===== src/rtl/regfile_scoreboard_pkg.sv =====
// Shared core constants for the register file and its scoreboard.
package regfile_scoreboard_pkg;

  localparam int CORE_XLEN  = 32;
  localparam int CORE_NREGS = 32;
  localparam int REG_ZERO   = 0;

  function automatic int calc_aw(input int nregs);
    return (nregs > 1) ? $clog2(nregs) : 1;
  endfunction

endpackage


===== src/rtl/regfile_sb_busy.sv =====
// Scoreboard busy bits: one pending-producer flag per architectural register.
module regfile_sb_busy
  import regfile_scoreboard_pkg::*;
#(
  parameter int NREGS = CORE_NREGS,
  localparam int AW = calc_aw(NREGS)
) (
  input  logic             clk,
  input  logic             reset,
  input  logic             set_en,
  input  logic [AW-1:0]    set_addr,
  input  logic             clr_en,
  input  logic [AW-1:0]    clr_addr,
  input  logic             flush,
  output logic [NREGS-1:0] busy_q
);

  logic [NREGS-1:0] busy_d;

  // Set is applied after clear so a new producer wins over a retiring one;
  // addresses outside the register range never match any entry.
  always_comb begin
    busy_d = busy_q;
    for (int r = 0; r < NREGS; r++) begin
      if (clr_en && clr_addr == AW'(r)) busy_d[r] = 1'b0;
      if (set_en && set_addr == AW'(r)) busy_d[r] = 1'b1;
    end
    if (flush) busy_d = '0;
    busy_d[REG_ZERO] = 1'b0;
  end

  always_ff @(posedge clk or posedge reset) begin
    if (reset) busy_q <= '0;
    else       busy_q <= busy_d;
  end

endmodule


===== src/rtl/regfile_scoreboard.sv =====
// Register file with write-to-read bypass and a scoreboard that flags
// RAW/WAW hazards so the issue stage can stall.
module regfile_scoreboard
  import regfile_scoreboard_pkg::*;
#(
  parameter int XLEN  = CORE_XLEN,
  parameter int NREGS = CORE_NREGS,
  parameter int NRD   = 2,
  localparam int AW = calc_aw(NREGS)
) (
  input  logic                clk,
  input  logic                reset,
  input  logic [NRD*AW-1:0]   rs_addr,
  input  logic [NRD-1:0]      rs_re,
  output logic [NRD*XLEN-1:0] rs_data,
  output logic [NRD-1:0]      rs_busy,
  input  logic                rd_we,
  input  logic [AW-1:0]       rd_addr,
  input  logic [XLEN-1:0]     rd_data_from_wb,
  input  logic                iss_valid,
  input  logic [AW-1:0]       iss_rd,
  input  logic                flush,
  output logic                stall,
  output logic [NREGS-1:0]    busy_vec
);

  logic [XLEN-1:0]  regs_q [NREGS];
  logic [XLEN-1:0]  regs_d [NREGS];
  logic [NREGS-1:0] busy_q;
  logic [NRD-1:0]   src_in_range;
  logic             iss_busy;
  logic             waw;
  logic             set_en;

  always_comb begin
    for (int r = 0; r < NREGS; r++) begin
      regs_d[r] = regs_q[r];
      if (rd_we && r != REG_ZERO && rd_addr == AW'(r)) regs_d[r] = rd_data_from_wb;
    end
    regs_d[REG_ZERO] = '0;
  end

  always_ff @(posedge clk or posedge reset) begin
    if (reset) begin
      for (int r = 0; r < NREGS; r++) regs_q[r] <= '0;
    end else begin
      for (int r = 0; r < NREGS; r++) regs_q[r] <= regs_d[r];
    end
  end

  // Reads are forced to zero during reset so a pending writeback cannot
  // leak through the bypass path.
  always_comb begin
    rs_data      = '0;
    rs_busy      = '0;
    src_in_range = '0;
    for (int i = 0; i < NRD; i++) begin
      if (rs_re[i] && !reset) begin
        for (int r = 0; r < NREGS; r++) begin
          if (rs_addr[i*AW +: AW] == AW'(r)) begin
            src_in_range[i]            = 1'b1;
            rs_data[i*XLEN +: XLEN]    = regs_q[r];
            rs_busy[i]                 = busy_q[r];
          end
        end
        if (rd_we && rd_addr == rs_addr[i*AW +: AW]) begin
          rs_busy[i] = 1'b0;
          if (src_in_range[i] && rs_addr[i*AW +: AW] != AW'(REG_ZERO))
            rs_data[i*XLEN +: XLEN] = rd_data_from_wb;
        end
      end
    end
  end

  always_comb begin
    iss_busy = 1'b0;
    for (int r = 0; r < NREGS; r++) begin
      if (iss_rd == AW'(r)) iss_busy = busy_q[r];
    end
    waw    = iss_busy && iss_rd != AW'(REG_ZERO) && !(rd_we && rd_addr == iss_rd);
    stall  = iss_valid && ((|rs_busy) || waw);
    set_en = iss_valid && !stall && !flush && iss_rd != AW'(REG_ZERO);
  end

  regfile_sb_busy #(.NREGS(NREGS)) u_busy (
    .clk      (clk),
    .reset    (reset),
    .set_en   (set_en),
    .set_addr (iss_rd),
    .clr_en   (rd_we),
    .clr_addr (rd_addr),
    .flush    (flush),
    .busy_q   (busy_q)
  );

  assign busy_vec = busy_q;

endmodule


===== config.mk =====
export PLATFORM = sky130hd
export DESIGN_NAME = regfile_scoreboard
export DESIGN_NICKNAME = d
export VERILOG_FILES = /design/src/rtl/regfile_scoreboard_pkg.sv /design/src/rtl/regfile_sb_busy.sv /design/src/rtl/regfile_scoreboard.sv
export SDC_FILE = /design/constraint.sdc
export NUM_CORES = 2
export LEC_CHECK = 0
export CELL_PAD_IN_SITES_DETAIL_PLACEMENT = 1
export CELL_PAD_IN_SITES_GLOBAL_PLACEMENT = 1
export CORE_MARGIN = 1
export CORE_UTILIZATION = 47
export CTS_BUF_LIST = sky130_fd_sc_hd__clkbuf_2 sky130_fd_sc_hd__clkbuf_4 sky130_fd_sc_hd__clkbuf_8
export DETAILED_ROUTE_END_ITERATION = 10
export PLACE_DENSITY_LB_ADDON = 0.1
export SLEW_MARGIN = 25
export SYNTH_ARGS = -nofsm -noshare
export SYNTH_HDL_FRONTEND = slang
export SYNTH_SLANG_ARGS = --single-unit

===== constraint.sdc =====
create_clock -name clk -period 67.2 [get_ports clk]
set_input_delay 20.16 -clock clk [delete_from_list [all_inputs] [get_ports clk]]
set_output_delay 20.16 -clock clk [all_outputs]
set_load 0.005 [all_outputs]

### Word-level counts from Yosys, hierarchy flattened

Index checks and enable logic that the tools add are counted.

| storage, ports and cells | value |
|---|---|
| register bits | 1,023 |
| bits in latches | 0 |
| bits in writable memories | 0 |
| bits in read-only memories | 0 |
| bits of input ports | 59 |
| word-level logic and storage cells | 603 |
| memories | 0 |

| cells by class | value |
|---|---|
| add/subtract/negate cells | 0 |
| multiply operators | 0 |
| divide/modulo/power cells | 0 |
| order comparisons | 0 |
| equality and inequality tests | 127 |
| shift-type cells | 0 |
| muxes and demuxes | 295 |
| bitwise logic cells | 0 |
| reduce and logical (&&, ||, !) cells | 119 |

Operator list:

| operator | number |
|---|---|
| two-way mux 32 bit | 69 |
| equality test 5 bit, second input constant | 64 |
| two-way mux 1 bit | 226 |
| equality test 5 x 4 -> 1 bit, second input constant | 32 |
| nonzero test 3 bit | 31 |
| equality test 5 x 3 -> 1 bit, second input constant | 16 |
| logical AND 1 bit | 76 |
| equality test 5 x 2 -> 1 bit, second input constant | 8 |
| equality test 5 x 1 -> 1 bit, second input constant | 4 |
| equality test 5 bit | 3 |
| zero test 5 bit | 3 |
| nonzero test 5 bit | 3 |
| zero test 1 bit | 4 |
| OR reduction 2 bit | 1 |
| logical OR 1 bit | 1 |

### Logic depth before layout (Yosys ltp)

| logic depth | value |
|---|---|
| depth after elaboration | 44 |
| gate-level depth with buffers | 14 |
| gate-level depth less buffers | 8 |

### Cells and area by module

A second synthesis with hierarchy kept.

| second synthesis, totals | value |
|---|---|
| cells, all modules | 6,089 |
| area, all modules | 61,281.3 um2 |

By module, submodules not included:

| module | times used | cells an instance | area an instance (um2) | sequential area each (um2) |
|---|---|---|---|---|
| regfile_scoreboard | 1 | 5,954 | 59,848.6 | 24,823.8 |
| regfile_sb_busy | 1 | 135 | 1,432.6 | 775.7 |

### Least setup slack after synthesis

OpenSTA, ideal clock, no wires.

| path | value |
|---|---|
| path kind | input -> output |
| start point | in reset |
| end point | out rs_data[28] |
| arrival | 46.810 ns |
| data required time | 47.040 ns |
| slack | 0.230 ns |
| stages on the path | 7 |
| path through | inv_1 -> nand2_1 -> or3_1 -> buf_2 -> nor4_1 -> nand3_1 -> o22ai_1 |

| on the way | value |
|---|---|
| cells in the longest elaborated chain, start to end | 3 |

Ends and longest elaborated chain:

| item | RTL line | RTL |
|---|---|---|
| start, declared | regfile_scoreboard.sv:12 | `input logic reset,` |
| zero test 1 bit (no line) | - |  |
| logical AND 1 bit | regfile_scoreboard.sv:58 | `if (rs_re[i] && !reset) begin` |
| two-way mux 32 bit | regfile_scoreboard.sv:58 |  |
| end, declared | regfile_scoreboard.sv:15 | `output logic [NRD*XLEN-1:0] rs_data,` |

Every way passes these cells.

### Worst setup path in the final report

| path | value |
|---|---|
| start point | in rs_addr[0] |
| end point | out rs_data[17] |

| on the way | value |
|---|---|
| cells in the longest elaborated chain, start to end | 38 |

Ends and longest elaborated chain:

| item | RTL line | RTL |
|---|---|---|
| start, declared | regfile_scoreboard.sv:13 | `input logic [NRD*AW-1:0] rs_addr,` |
| zero test 5 bit | regfile_scoreboard.sv:60 | `if (rs_addr[i*AW +: AW] == AW'(r)) begin` |
| two-way mux 1 bit (32 in series) | regfile_scoreboard.sv:60 |  |
| two-way mux 1 bit | regfile_scoreboard.sv:58 |  |
| logical AND 1 bit | regfile_scoreboard.sv:68 | `if (src_in_range[i] && rs_addr[i*AW +: AW] != AW'(REG_ZERO))` |
| two-way mux 32 bit | regfile_scoreboard.sv:68 |  |
| two-way mux 32 bit (*) | regfile_scoreboard.sv:66 | `if (rd_we && rd_addr == rs_addr[i*AW +: AW]) begin` |
| two-way mux 32 bit (*) | regfile_scoreboard.sv:58 |  |

Every way passes the cells marked *; elsewhere a longest branch is shown, timed or not. The select of a mux whose other input is x is not followed.

==> impl_results.md <==
* Internal power at 1.23 mW
* Residual DRC at 0
* Setup ws final at 21670 ps
* Vias per Instance at 7.41
* Final core utilization at 0.529
* Placed wire-length estimate at between 150000 and 200000 um
* H-tree Lvls at 4
* CTS Hold Bufs at 0
* First-pass GRT wire length at 415000 um
* GRT met1 Usage at 0.553
* Placed instance area at roughly 63000 um2
* Grt ovf at 0
* Drt wl/cell at 38.0 um
* Synthesized net count at just under 6000
* Syn_area_per_cell at roughly 10 um2
* Setup-failing EPs final at 0
* Largest area contributor in the netlist: dfrtp_1
* Endpoints failing hold at 0
* Leak pwr at ~28 nW
* Switching Share at 0.321
* Max_cap viols at 0
* Clk buf depth at 3
* Area Overhead vs Synth at 11.7%
* Commonest non-fill, non-tap cell in the layout: mux2_2
* Die Ht at approximately 360 um
* Async set or reset register ratio after synthesis at 1.00
* Most used DFF post-synth: dfrtp_1
* Cell row count at between 100 and 150
* CTS root buffer: clkbuf_8
* Synth top area share at 0.430
* Starting density of the core at 0.474
* NumNets Final at slightly below 6000
* Final Total Pwr at 1.81 mW
* Reg power frac at 0.471
* EDFF count, synth at 0
* Unrepaired setup endpoints after global routing: false
* Finished Cell Area at ~66000 um2
* Worst hold path class: reg -> reg
* Area contributors post-synth: dfrtp_1 (43%), mux2_2 (20%), a21oi_1 (3.4%)
* Layout Cells excl Fill at 7626
* Register area share after synthesis at 0.430
* Synth Instances at just under 6000
* Fmax at ~0.022 GHz
* First-pass iteration count of the detailed router at 8
* Crit end category: primary output
* Unique cell type count in the Yosys netlist at ~110
* Num CTS Buffers at 185
* Hold_ws at a little over 500 ps
* Number of global-route vias before repair at 57300
* WP data required at about 47000 ps
* Die X-Extent at approximately 360 um
* Busiest grt layer: met2
* Period utilization at 0.678
* Clock sink count at between 1000 and 1500
* Mapped Area at 59500 um2
* Routed Antenna Nets at 0
* All-Layer GR Usage at 0.446
* Status: complete, no violations
* Worst VDD drop at between 0.00002 and 0.000025 V
* Element type at the critical path start: input pin
* Via count at between 50000 and 60000
* GRT met2 Usage at 0.689
* Clk_skew at between 20 and 30 ps
* Rel. slew slack at 0.222
* Share of layout cells above drive strength 1 at 0.291
* Psw at roughly 0.58 mW
* CORE AREA at between 100000 and 150000 um2
* Worst Path Arrival at 25370 ps
* Least-Margin Pin Slew at between 1000 and 1500 ps
* Power per cell area at 27.3 nW/um2
* GP Congestion at about 1.0
* Final setup TNS at 0 ps
* Placed Cells at 7300
* Post-cts resize count at 0
* Max Slew Vio Count at 0
* Crit Path Class: in -> out
* Clk pwr share at 0.351
* I/O Buffers at ~160
* Gate power share at 0.178
* Most frequent cells in the layout: mux2_2 (1040), dfrtp_1 (1023), a21oi_1 (410)
* DIE AREA at roughly 130000 um2
* Total detailed-routing wirelength at 290000 um
* Worst skew pair latency at approximately 950 ps
* TritonCTS clock tree: built
* Dpl ws at around 22000 ps
* Post-CTS Repair Setup Buffers at 0
* Pin count of the biggest net entering global routing at between 100 and 150
* Min cycle time layout at around 46000 ps
* # IOs at 158
* Yosys warnings at 0
* M3 GR Usage at 0.102
* Highest fanout seen on the critical path at 52
* 1st-iter DRT viols at between 7000 and 8000
* Antenna violations before repair at 8
* Seq cells post-synth at a little over 1000
* Clock transition at path regs at 60 ps
sequential cells by signal (all words and copies together), names as in the netlist:
register and count:
regs_q 992, u_busy.busy_q 31
worst paths after layout:
path,start,slack [ps],end,cells after the start
max,rs_addr[0],21670,rs_data[17],9
min,regs_q[377]$_DFFE_PP0P_,520,regs_q[377]$_DFFE_PP0P_,1
max reg2reg,u_busy.busy_q[13]$_DFFE_PP0P_,64150,u_busy.busy_q[23]$_DFFE_PP0P_,8
min reg2reg,regs_q[377]$_DFFE_PP0P_,520,regs_q[377]$_DFFE_PP0P_,1
max in group asynchronous,reset,43340,regs_q[197]$_DFFE_PP0P_,6
min in group asynchronous,reset,19950,regs_q[221]$_DFFE_PP0P_,2
logic make-up (layout without fill, tap and decap cells):
family	after synthesis	in the layout	share of synthesized area
xor+xnor	15	15	0.00221
mux	1143	1143	0.216
flops	1023	1023	0.430
simple gates	1206	1206	0.100
compound gates	1861	1861	0.206
other cells	1	9	0.0000630
buf+inv	614	719	0.0452
power groups by stage:
stage	logic [mW]	registers, mW	clock network, mW
floorplan	0.219	0.813	0
global placement	0.304	0.851	0
detailed placement	0.315	0.856	0
CTS	0.316	0.846	0.639
global route	0.339	0.864	0.666
finish	0.323	0.855	0.636
cells in the mapped netlist, drive strengths merged, types with 9 or more instances:
cell type / n
mux2: 1040
dfrtp: 1023
a21oi: 411
o21ai: 408
nor2: 407
clkbuf: 364
nand2: 284
buf: 229
o22ai: 215
a22oi: 161
a221oi: 118
nand3: 101
mux2i: 95
o221ai: 76
nor3: 73
a31oi: 69
a211oi: 63
nor4: 61
a22o: 47
and3: 39
nand3b: 38
o31ai: 35
nor2b: 34
o211ai: 27
o21a: 27
nand2b: 24
nand4: 24
or3b: 22
or3: 21
inv: 20
a222oi: 19
or4: 19
a221o: 17
a2111oi: 15
a21o: 15
o2bb2ai: 14
o2111ai: 13
a2bb2oi: 12
a32oi: 11
nor3b: 11
o21bai: 11
and3b: 10
nor4b: 9
or2: 9
critical path: stages:
cell and delay (ps):
buf_8 420, nor2b_4 720, buf_4 700, buf_4 560, nand2_1 660, o221ai_1 1100, a21o_1 210, a31oi_1 150
clkdlybuf4s50_1 540
per-layer routing:
metal  routed length [um]  up-vias
li1                     -    22300
met1               108000    29400
met2               131000     3787
met3                28100     1072
met4                23000        2
met5                   16        -
layout make-up:
cell class | instances | area, um2
flip-flops and latches | 1023 | 25600
fillers | 13600 | 59100
multi-input cells | 4226 | 31500
inverters | 21 | 93.8
diodes | 8 | 20.0
clock inverters | 24 | 228
clock buffers | 294 | 3650
repair buffers | 380 | 3270
well taps | 1650 | 2060
Note: power is estimated with default switching activity, not from simulation.
